## config.mk

```make
export PLATFORM = sky130hd
export DESIGN_NAME = counter_updown_mod
export DESIGN_NICKNAME = d
export VERILOG_FILES = /design/src/rtl/counter_pkg.sv /design/src/rtl/counter_next_calc.sv /design/src/rtl/counter_updown_mod.sv
export SDC_FILE = /design/constraint.sdc
export NUM_CORES = 1
export LEC_CHECK = 0
export ABC_AREA = 1
export CORE_AREA = 2 2 39 41
export CTS_BUF_LIST = sky130_fd_sc_hd__clkbuf_4
export CTS_CLUSTER_DIAMETER = 30
export CTS_CLUSTER_SIZE = 25
export DETAILED_ROUTE_END_ITERATION = 10
export DIE_AREA = 0 0 41 43
export PLACE_DENSITY_LB_ADDON = 0.12
export SLEW_MARGIN = 40
export SYNTH_ARGS = -nofsm -noshare
export SYNTH_HDL_FRONTEND = slang
export SYNTH_HIERARCHICAL = 1
export SYNTH_SLANG_ARGS = --single-unit
```

## constraint.sdc

```tcl
create_clock -name clk -period 3.3 [get_ports clk]
set_input_delay 0.99 -clock clk [delete_from_list [all_inputs] [get_ports clk]]
set_output_delay 0.99 -clock clk [all_outputs]
set_load 0.05 [all_outputs]
```

## src/rtl/counter_pkg.sv

```systemverilog
// Shared constants and parameter checks for the up/down modulo counter family.
//   DIR_UP / DIR_DN       : encodings of count_dir
//   MODE_WRAP / MODE_SAT  : encodings of sat_mode
//   modulo_legal()        : true when a WIDTH/MODULO pair is a usable configuration
package counter_pkg;

  localparam logic DIR_UP    = 1'b1;
  localparam logic DIR_DN    = 1'b0;
  localparam logic MODE_WRAP = 1'b0;
  localparam logic MODE_SAT  = 1'b1;

  localparam int unsigned WIDTH_MIN = 2;
  localparam int unsigned WIDTH_MAX = 32;

  // Legal when 2 <= WIDTH <= 32 and 2 <= MODULO <= 2**WIDTH.
  function automatic bit modulo_legal(input int unsigned width, input longint unsigned modulo);
    if ((width < WIDTH_MIN) || (width > WIDTH_MAX)) begin
      return 1'b0;
    end
    return (modulo >= 64'd2) && (modulo <= (64'd1 << width));
  endfunction

endpackage

```

## src/rtl/counter_next_calc.sv

```systemverilog
// Combinational next-value logic for the up/down modulo counter.
// Ports:
//   count_q      : current counter value
//   count_en     : count enable
//   count_dir    : DIR_UP / DIR_DN
//   load         : preset command, overrides counting
//   data_preset  : preset value
//   sat_mode     : MODE_WRAP / MODE_SAT
//   next_val     : value the counter register takes at the next edge (reset excluded)
//   carry        : up-limit event this cycle
//   borrow       : down-limit event this cycle
//   preset_valid : data_preset < MODULO
module counter_next_calc
  import counter_pkg::*;
#(
  parameter int unsigned     WIDTH  = 4,
  parameter longint unsigned MODULO = 64'd1 << WIDTH
) (
  input  logic [WIDTH-1:0] count_q,
  input  logic             count_en,
  input  logic             count_dir,
  input  logic             load,
  input  logic [WIDTH-1:0] data_preset,
  input  logic             sat_mode,
  output logic [WIDTH-1:0] next_val,
  output logic             carry,
  output logic             borrow,
  output logic             preset_valid
);

  localparam int unsigned        EW      = WIDTH + 1;
  localparam logic [EW-1:0]      MOD_EXT = EW'(MODULO);
  localparam logic [WIDTH-1:0]   MAX_VAL = WIDTH'(MODULO - 64'd1);

  logic [EW-1:0] inc_w;
  logic [EW-1:0] dec_w;
  logic          at_max;
  logic          at_min;

  // Arithmetic is one bit wider so MODULO itself is representable and
  // underflow below zero shows up in the extra bit.
  always_comb begin
    inc_w        = {1'b0, count_q} + EW'(1);
    dec_w        = {1'b0, count_q} - EW'(1);
    at_max       = (inc_w == MOD_EXT);
    at_min       = dec_w[WIDTH];
    preset_valid = ({1'b0, data_preset} < MOD_EXT);

    carry  = count_en & (count_dir == DIR_UP) & ~load & at_max;
    borrow = count_en & (count_dir == DIR_DN) & ~load & at_min;

    next_val = count_q;
    if (load) begin
      // Out-of-range presets clamp to the top of the range.
      next_val = preset_valid ? data_preset : MAX_VAL;
    end else if (count_en) begin
      if (count_dir == DIR_UP) begin
        if (at_max) begin
          next_val = (sat_mode == MODE_SAT) ? MAX_VAL : '0;
        end else begin
          next_val = inc_w[WIDTH-1:0];
        end
      end else begin
        if (at_min) begin
          next_val = (sat_mode == MODE_SAT) ? '0 : MAX_VAL;
        end else begin
          next_val = dec_w[WIDTH-1:0];
        end
      end
    end
  end

endmodule

```

## src/rtl/counter_updown_mod.sv

```systemverilog
// Synchronous up/down counter with programmable modulo, wrap/saturate mode,
// carry/borrow events, preset validation and a sticky overflow flag.
// Ports:
//   clk, rst            : clock, synchronous active-high reset
//   count_en, count_dir : enable and direction (1 = up)
//   load, data_preset   : preset command and value (load beats counting)
//   sat_mode            : 0 = wrap at limits, 1 = saturate
//   clr_flags           : clears ovf_flag (a simultaneous limit event wins)
//   counter_out         : registered count, always < MODULO
//   carry_out/borrow_out: combinational limit events
//   preset_err          : registered one-cycle pulse after an out-of-range load
//   ovf_flag            : registered sticky limit-event flag
module counter_updown_mod
  import counter_pkg::*;
#(
  parameter int unsigned     WIDTH     = 4,
  parameter longint unsigned MODULO    = 64'd1 << WIDTH,
  parameter longint unsigned RST_VALUE = 64'd0
) (
  input  logic             clk,
  input  logic             rst,
  input  logic             count_en,
  input  logic             count_dir,
  input  logic             load,
  input  logic [WIDTH-1:0] data_preset,
  input  logic             sat_mode,
  input  logic             clr_flags,
  output logic [WIDTH-1:0] counter_out,
  output logic             carry_out,
  output logic             borrow_out,
  output logic             preset_err,
  output logic             ovf_flag
);

  // Elaboration-time configuration checks.
  if (!modulo_legal(WIDTH, MODULO)) begin : g_bad_modulo
    $error("counter_updown_mod: illegal WIDTH/MODULO combination");
  end
  if (RST_VALUE >= MODULO) begin : g_bad_rst_value
    $error("counter_updown_mod: RST_VALUE must be below MODULO");
  end

  localparam logic [WIDTH-1:0] RST_VAL = WIDTH'(RST_VALUE);

  logic [WIDTH-1:0] counter_q;
  logic [WIDTH-1:0] counter_d;
  logic             preset_err_q;
  logic             preset_err_d;
  logic             ovf_flag_q;
  logic             ovf_flag_d;
  logic [WIDTH-1:0] next_val;
  logic             carry;
  logic             borrow;
  logic             preset_valid;

  counter_next_calc #(
    .WIDTH  (WIDTH),
    .MODULO (MODULO)
  ) u_next_calc (
    .count_q      (counter_q),
    .count_en     (count_en),
    .count_dir    (count_dir),
    .load         (load),
    .data_preset  (data_preset),
    .sat_mode     (sat_mode),
    .next_val     (next_val),
    .carry        (carry),
    .borrow       (borrow),
    .preset_valid (preset_valid)
  );

  // Next-state for the counter and status registers.
  always_comb begin
    counter_d    = next_val;
    preset_err_d = load & ~preset_valid;
    ovf_flag_d   = ovf_flag_q;
    if (carry || borrow) begin
      ovf_flag_d = 1'b1;
    end else if (clr_flags) begin
      ovf_flag_d = 1'b0;
    end
  end

  // State registers, synchronous reset.
  always_ff @(posedge clk) begin
    if (rst) begin
      counter_q    <= RST_VAL;
      preset_err_q <= 1'b0;
      ovf_flag_q   <= 1'b0;
    end else begin
      counter_q    <= counter_d;
      preset_err_q <= preset_err_d;
      ovf_flag_q   <= ovf_flag_d;
    end
  end

  assign counter_out = counter_q;
  assign carry_out   = carry;
  assign borrow_out  = borrow;
  assign preset_err  = preset_err_q;
  assign ovf_flag    = ovf_flag_q;

endmodule

```

==> qor_table.md, run 1 <==
| Result | Reported | Unit |
|---|---|---|
| Via count of the routed design | 597 | - |
| RePlAce Congestion | 0.769 | - |
| Worst reg2reg path endpoint | ovf_flag | - |
| Most frequent standard cell in the layout excluding fill and tap cells | sky130_fd_sc_hd__nand2_1 | - |
| # nets final | 126 | - |
| Detailed-route wire length per cell | 9.87 | µm |
| Antenna-violating nets left | 0 | - |
| Proportion of layout cells with a drive suffix above 1 | 11.8 | % |
| Clock tree from TritonCTS | built | - |
| Post-layout minimum cycle time | 3.14 | ns |
| Post-cts resize count | 0 | - |
| Half-perimeter wire length of the detailed placement result | 1.05 | mm |
| Setup violations, final | 0 | - |
| Number of vias per cell | 4.74 | - |
| Detailed-router iteration count before antenna repair | 4 | - |
| Worst flop-to-flop path startpoint | counter_out[0] | - |
| Most frequent cells in the layout | sky130_fd_sc_hd__nand2_1, sky130_fd_sc_hd__clkdlybuf4s50_1, sky130_fd_sc_hd__inv_1 | - |
| Clock net sink count | 6 | - |
| Clock buffer count from CTS | 3 | - |
| Data required time of the critical path | 2.31 | ns |
| Worst hold slack | 0.464 | ns |
| Fmax | 0.318 | GHz |
| Initial antenna violation count | 0 | - |
| Final hold violation count | 0 | - |
| Aggregate negative setup slack | 0 | ns |
| Result of the run | completed | - |
| Number of hold buffers added after CTS | 0 | - |
| DIE HEIGHT | 43 | µm |
| CTS Root Cell | sky130_fd_sc_hd__clkbuf_4 | - |
| Clock skew after layout | 0.00321 | ns |
| Effective utilization at floorplan | 37.1 | % |
| RSZ-0062 raised after global routing | false | - |
| Worst Min Path Start | ovf_flag | - |
| Critical path class | in -> out | - |
| Wire length of the first global-routing pass | 2.14 | mm |
| Final WL | 1.24 | mm |
| Post-Syn Area per Cell | 5.83 | µm² |
| Port bufs | 18 | - |
| Worst hold path class | reg -> reg | - |
| Pin count of the biggest net entering global routing | 8 | - |
| Count of routing violations after the opening detailed-route iteration | 14 | - |
| Width of the chip | 41 | µm |
| Worst IR Drop VDD | 261 | µV |
| Max capacitance violation total | 0 | - |
| Static Leak | 0.375 | nW |
| Buffers from clock root to sink, at most | 2 | - |
| Die Outline Area | 0.00176 | mm² |
| Signal arrival time at the worst endpoint | 2.15 | ns |
| Post-CTS setup-driven buffer insertion count | 0 | - |
| Drt drc | 0 | - |
| IO Pins | 19 | - |
| Overall fraction of global-route tracks in use | 18.1 | % |
| Cell area after synthesis | 513 | µm² |
| R2R setup slack | 1.80 | ns |
| Critical Path Fanout Max | 3 | - |
| CTS clock-pin slew for the worst setup and hold paths | 0.04 | ns |
| Worst min-delay path endpoint | ovf_flag | - |
| Standard cell core area | 0.00138 | mm² |
| Slew Limit Headroom | 66.8 | % |
| Number of antenna cells inserted | 0 | - |
| Filler instances | 145 | - |
| Number of global-route vias before repair | 550 | - |
| Period Utilization, post-route | 95.3 | % |
| Startpoint type of the worst setup path | primary input | - |
| Portion of the post-synthesis area used by sequential elements | 23.4 | % |
| Syn. warnings | 6 | - |
| PD cells | 316 | mW/mm² |
| Crit end category | output port | - |
| Synth Net Count | 102 | - |
| P&R area growth vs syn | 50.2 | % |
| Number of placement rows | 14 | - |
| Count of cell types in the netlist | 18 | - |
| Synth Instances | 88 | - |
| Synthesized flop and latch total | 6 | - |
| Tightest Pin Transition | 0.496 | ns |
| Number of slew-limit violations in the final report | 0 | - |
| Total congestion overflow | 0 | - |
| Cell count of the worst hold path | 2 | - |
| Maximum level of the CTS H-tree | 1 | - |
| Later-pin clock latency in the skew report | 0.24 | ns |
| Cell count of the worst reg-to-reg path | 7 | - |
registers in the layout (all words and copies together) (netlist names):
register,cells
counter_out,4
ovf_flag,1
preset_err,1
synthesized netlist by cell type:
cell type / n / area share [%]
sky130_fd_sc_hd__nand2_1: 24 / 18
sky130_fd_sc_hd__inv_1: 15 / 11
sky130_fd_sc_hd__nor2_1: 14 / 10
sky130_fd_sc_hd__o21ai_0: 7 / 6.8
sky130_fd_sc_hd__dfxtp_1: 6 / 23
sky130_fd_sc_hd__nand3_1: 5 / 4.9
sky130_fd_sc_hd__a21oi_1: 4 / 3.9
sky130_fd_sc_hd__ha_1: 3 / 7.3
sky130_fd_sc_hd__a21oi_2: 1 / 1.7
sky130_fd_sc_hd__buf_4: 1 / 1.5
sky130_fd_sc_hd__conb_1: 1 / 0.73
sky130_fd_sc_hd__nand3_2: 1 / 2.0
sky130_fd_sc_hd__nand4_1: 1 / 1.2
sky130_fd_sc_hd__nor2_2: 1 / 1.2
sky130_fd_sc_hd__nor3_1: 1 / 0.97
sky130_fd_sc_hd__nor3b_2: 1 / 2.4
sky130_fd_sc_hd__o21bai_1: 1 / 1.5
sky130_fd_sc_hd__xnor2_1: 1 / 1.7
final cells by class:
cell class	instances	area (µm²)	share of cell area, %
clock buffers	3	22.5	2.92
inverters	15	56.3	7.31
multi-input cells	66	337	43.7
flip-flops and latches	6	120	15.6
well taps	16	20.0	2.60
repair buffers	20	215	27.9
power by group:
part           switching (mW)  internal [mW]  leakage (nW)
clock                  0.0243         0.0410        0.0138
sequential            0.00620         0.0776        0.0496
combinational          0.0553         0.0395         0.312
total                  0.0858          0.158         0.375
critical path, cell delays in order:
cell and delay, ns:
sky130_fd_sc_hd__clkdlybuf4s50_1 0.50, sky130_fd_sc_hd__inv_1 0.05, sky130_fd_sc_hd__nor2_1 0.16, sky130_fd_sc_hd__nand2_1 0.12
sky130_fd_sc_hd__nor2_2 0.18, sky130_fd_sc_hd__buf_12 0.16
logic make-up after synthesis:
kind of cell,synth area share [%]
AO/OA/AOI/OAI,13.9
XOR/XNOR,1.71
adder cells (fa/ha/maj),7.32
buffers and inverters,12.4
flip-flops,23.4
other,0.731
AND/OR/NAND/NOR,40.5
through the flow:
| stage | power (mW) | utilization [%] | area, µm² | instances | worst slack, ns |
|---|---|---|---|---|---|
| after CTS | 0.249 | 55.5 | 768 | 126 | 0.0708 |
| after floorplan | 0.144 | - | 518 | 88 | 0.389 |
| after global routing | 0.263 | 55.7 | 771 | 126 | 0.0637 |
| after detailed placement | 0.179 | 53.9 | 746 | 123 | 0.0722 |
| final | 0.244 | 55.7 | 771 | 126 | 0.156 |
| after global placement | 0.179 | 53.9 | 746 | 123 | 0.156 |
layer usage:
metal / up-vias / wire (µm) / part of all wire (%) / track usage [%]
li1: 317 / - / - / -
met1: 254 / 569 / 46 / 22.6
met2: 24 / 614 / 49 / 26.3
met3: 2 / 50 / 4.0 / 3.14
met4: 0 / 10 / 0.80 / 13.3
met5: - / 0 / 0 / 0
worst max-delay path by stage:
stage,from,to,slack (ns)
floorplan,count_en,borrow_out,0.39
global placement,count_en,borrow_out,0.16
detailed placement,count_en,borrow_out,0.07
CTS,count_en,borrow_out,0.07
global route,count_en,borrow_out,0.06
finish,count_en,borrow_out,0.16
Note: power is estimated with default switching activity, not from simulation.
==> run 2: changes to the inputs <==
--- a/config.mk
+++ b/config.mk
@@ -6,12 +6,14 @@
 export NUM_CORES = 1
 export LEC_CHECK = 0
 export ABC_AREA = 1
-export CORE_AREA = 2 2 39 41
+export CELL_PAD_IN_SITES_DETAIL_PLACEMENT = 1
+export CELL_PAD_IN_SITES_GLOBAL_PLACEMENT = 1
+export CORE_MARGIN = 2
+export CORE_UTILIZATION = 31
 export CTS_BUF_LIST = sky130_fd_sc_hd__clkbuf_4
 export CTS_CLUSTER_DIAMETER = 30
 export CTS_CLUSTER_SIZE = 25
 export DETAILED_ROUTE_END_ITERATION = 10
-export DIE_AREA = 0 0 41 43
 export PLACE_DENSITY_LB_ADDON = 0.12
 export SLEW_MARGIN = 40
 export SYNTH_ARGS = -nofsm -noshare
==> qor_table.md, run 2 (synthesis gave the netlist of run 1 again) <==
| Result | Reported | Unit | Delta |
|---|---|---|---|
| Result of the run | completed | - |  |
| Via count of the routed design | 604 | - | +1.2% |
| Half-perimeter wire length of the detailed placement result | 1.33 | mm | +27% |
| Critical path class | in -> out | - |  |
| Post-layout minimum cycle time | 3.17 | ns | +0.0215 ns |
| Clock net sink count | 6 | - | unchanged |
| Crit end category | output port | - |  |
| Startpoint type of the worst setup path | primary input | - |  |
| Total congestion overflow | 0 | - | unchanged |
| Clock buffer count from CTS | 3 | - | unchanged |
| Effective utilization at floorplan | 33.7 | % | -3.4 points |
| Antenna-violating nets left | 0 | - | unchanged |
| Static Leak | 0.375 | nW | about the same |
| Final WL | 1.56 | mm | +26% |
| CTS Root Cell | sky130_fd_sc_hd__clkbuf_4 | - |  |
| Pin count of the biggest net entering global routing | 8 | - | unchanged |
| Tightest Pin Transition | 0.499 | ns | +0.00314 ns |
| Slew Limit Headroom | 66.6 | % | -0.21 points |
| Later-pin clock latency in the skew report | 0.24 | ns | about the same |
| RSZ-0062 raised after global routing | false | - |  |
| CTS clock-pin slew for the worst setup and hold paths | 0.04 | ns | about the same |
| Number of vias per cell | 4.79 | - | +1.2% |
| Number of global-route vias before repair | 658 | - | +20% |
| Max capacitance violation total | 0 | - | unchanged |
| Most frequent standard cell in the layout excluding fill and tap cells | sky130_fd_sc_hd__nand2_1 | - |  |
| Number of antenna cells inserted | 0 | - | unchanged |
| Wire length of the first global-routing pass | 2.92 | mm | +36% |
| Aggregate negative setup slack | 0 | ns | unchanged |
| Count of routing violations after the opening detailed-route iteration | 3 | - | -11 |
| Standard cell core area | 0.00152 | mm² | +10% |
| Number of slew-limit violations in the final report | 0 | - | unchanged |
| Overall Power | 0.248 | mW | +1.6% |
| Maximum level of the CTS H-tree | 1 | - | unchanged |
| Post-CTS setup-driven buffer insertion count | 0 | - | unchanged |
| Width of the chip | 44.7 | µm | +9.0% |
| Setup violations, final | 0 | - | unchanged |
| Data required time of the critical path | 2.31 | ns | about the same |
| Final hold violation count | 0 | - | unchanged |
| Die Outline Area | 0.00200 | mm² | +13% |
| Flip-flop count of the largest register after layout | 4 | - | unchanged |
| Period Utilization, post-route | 95.9 | % | +0.65 points |
| Detailed-route wire length per cell | 12.4 | µm | +26% |
| # nets final | 126 | - | unchanged |
| Initial antenna violation count | 0 | - | unchanged |
| Detailed-router iteration count before antenna repair | 4 | - | unchanged |
| Most frequent cells in the layout | sky130_fd_sc_hd__nand2_1, sky130_fd_sc_hd__clkdlybuf4s50_1, sky130_fd_sc_hd__inv_1 | - |  |
| Signal arrival time at the worst endpoint | 2.18 | ns | +0.03 ns |
| Proportion of layout cells with a drive suffix above 1 | 11.8 | % | unchanged |
| Number of hold buffers added after CTS | 0 | - | unchanged |
| Worst-path cell with the longest stage delay | sky130_fd_sc_hd__clkdlybuf4s50_1 | - |  |
| Fmax | 0.316 | GHz | -0.68% |
| Overall fraction of global-route tracks in use | 20.2 | % | +2.1 points |
| Worst IR Drop VDD | 196 | µV | -25% |
| IO Pins | 19 | - | unchanged |
| Critical Path Fanout Max | 3 | - | unchanged |
| P&R area growth vs syn | 51.2 | % |  |
| Crit path largest cell delay | 0.51 | ns | about the same |
| DIE HEIGHT | 44.7 | µm | +3.9% |
| Number of placement rows | 14 | - | unchanged |
| Drt drc | 0 | - | unchanged |
| Clock tree from TritonCTS | built | - |  |
| RePlAce Congestion | 0.827 | - | +7.4% |
| Cell chain of the critical path | clkdlybuf4s50_1, inv_1, nor2_1, nand2_1, nor2_4, buf_12 | - |  |
| Buffers from clock root to sink, at most | 2 | - | unchanged |
| PD cells | 319 | mW/mm² | +0.98% |
| Clock skew after layout | 0.00139 | ns | -0.00183 ns |
| Worst hold path class | reg -> reg | - |  |
| Port bufs | 18 | - | unchanged |
| Post-cts resize count | 0 | - | unchanged |
-- run 2: layout make-up --
cell class | count | area (µm²)
fill | 206 | 748
multi-input combinational | 66 | 342
timing repair buffer | 20 | 215
sequential | 6 | 120
inverter | 15 | 56.3
clock buffer | 3 | 22.5
tap | 16 | 20.0
-- run 2: power breakdown --
| part | internal, mW | switching, mW | leakage [nW] |
|---|---|---|---|
| registers | 0.0776 | 0.00698 | 0.0496 |
| clock network | 0.0409 | 0.0237 | 0.0138 |
| logic | 0.0397 | 0.0589 | 0.312 |
-- run 2: routing by layer --
metal / up-vias / part of all wire, % / track usage (%)
met2: 11 / 51 / 32.5
met4: 0 / 0.51 / 13.3
met1: 276 / 46 / 24.4
li1: 315 / - / -
met3: 2 / 1.9 / 3.27
met5: - / 0 / 0
-- run 2: worst max-delay path, delay by kind of cell --
family / cells / cell delay, ns
buffers and inverters: 3 / 0.71
and+or+nand+nor: 3 / 0.48
-- run 2: through the flow --
step / hold WS [ns] / setup WS, ns / cell area (µm²) / cells / utilization (%)
after floorplan: 0.674 / 0.389 / 518 / 88 / -
after global placement: 0.453 / 0.148 / 746 / 123 / 48.9
after detailed placement: 0.460 / 0.0550 / 746 / 123 / 48.9
after CTS: 0.468 / 0.0509 / 768 / 126 / 50.4
after global routing: 0.500 / 0.0119 / 776 / 126 / 50.9
final: 0.467 / 0.134 / 776 / 126 / 50.9
-- run 2: worst paths after layout --
kind,from,slack [ns],cells past startpoint,to
hold reg to reg,ovf_flag,0.47,2,ovf_flag
setup reg to reg,counter_out[0],1.70,9,counter_out[0]
setup / recovery,count_en,0.13,6,borrow_out
hold / removal,ovf_flag,0.47,2,ovf_flag
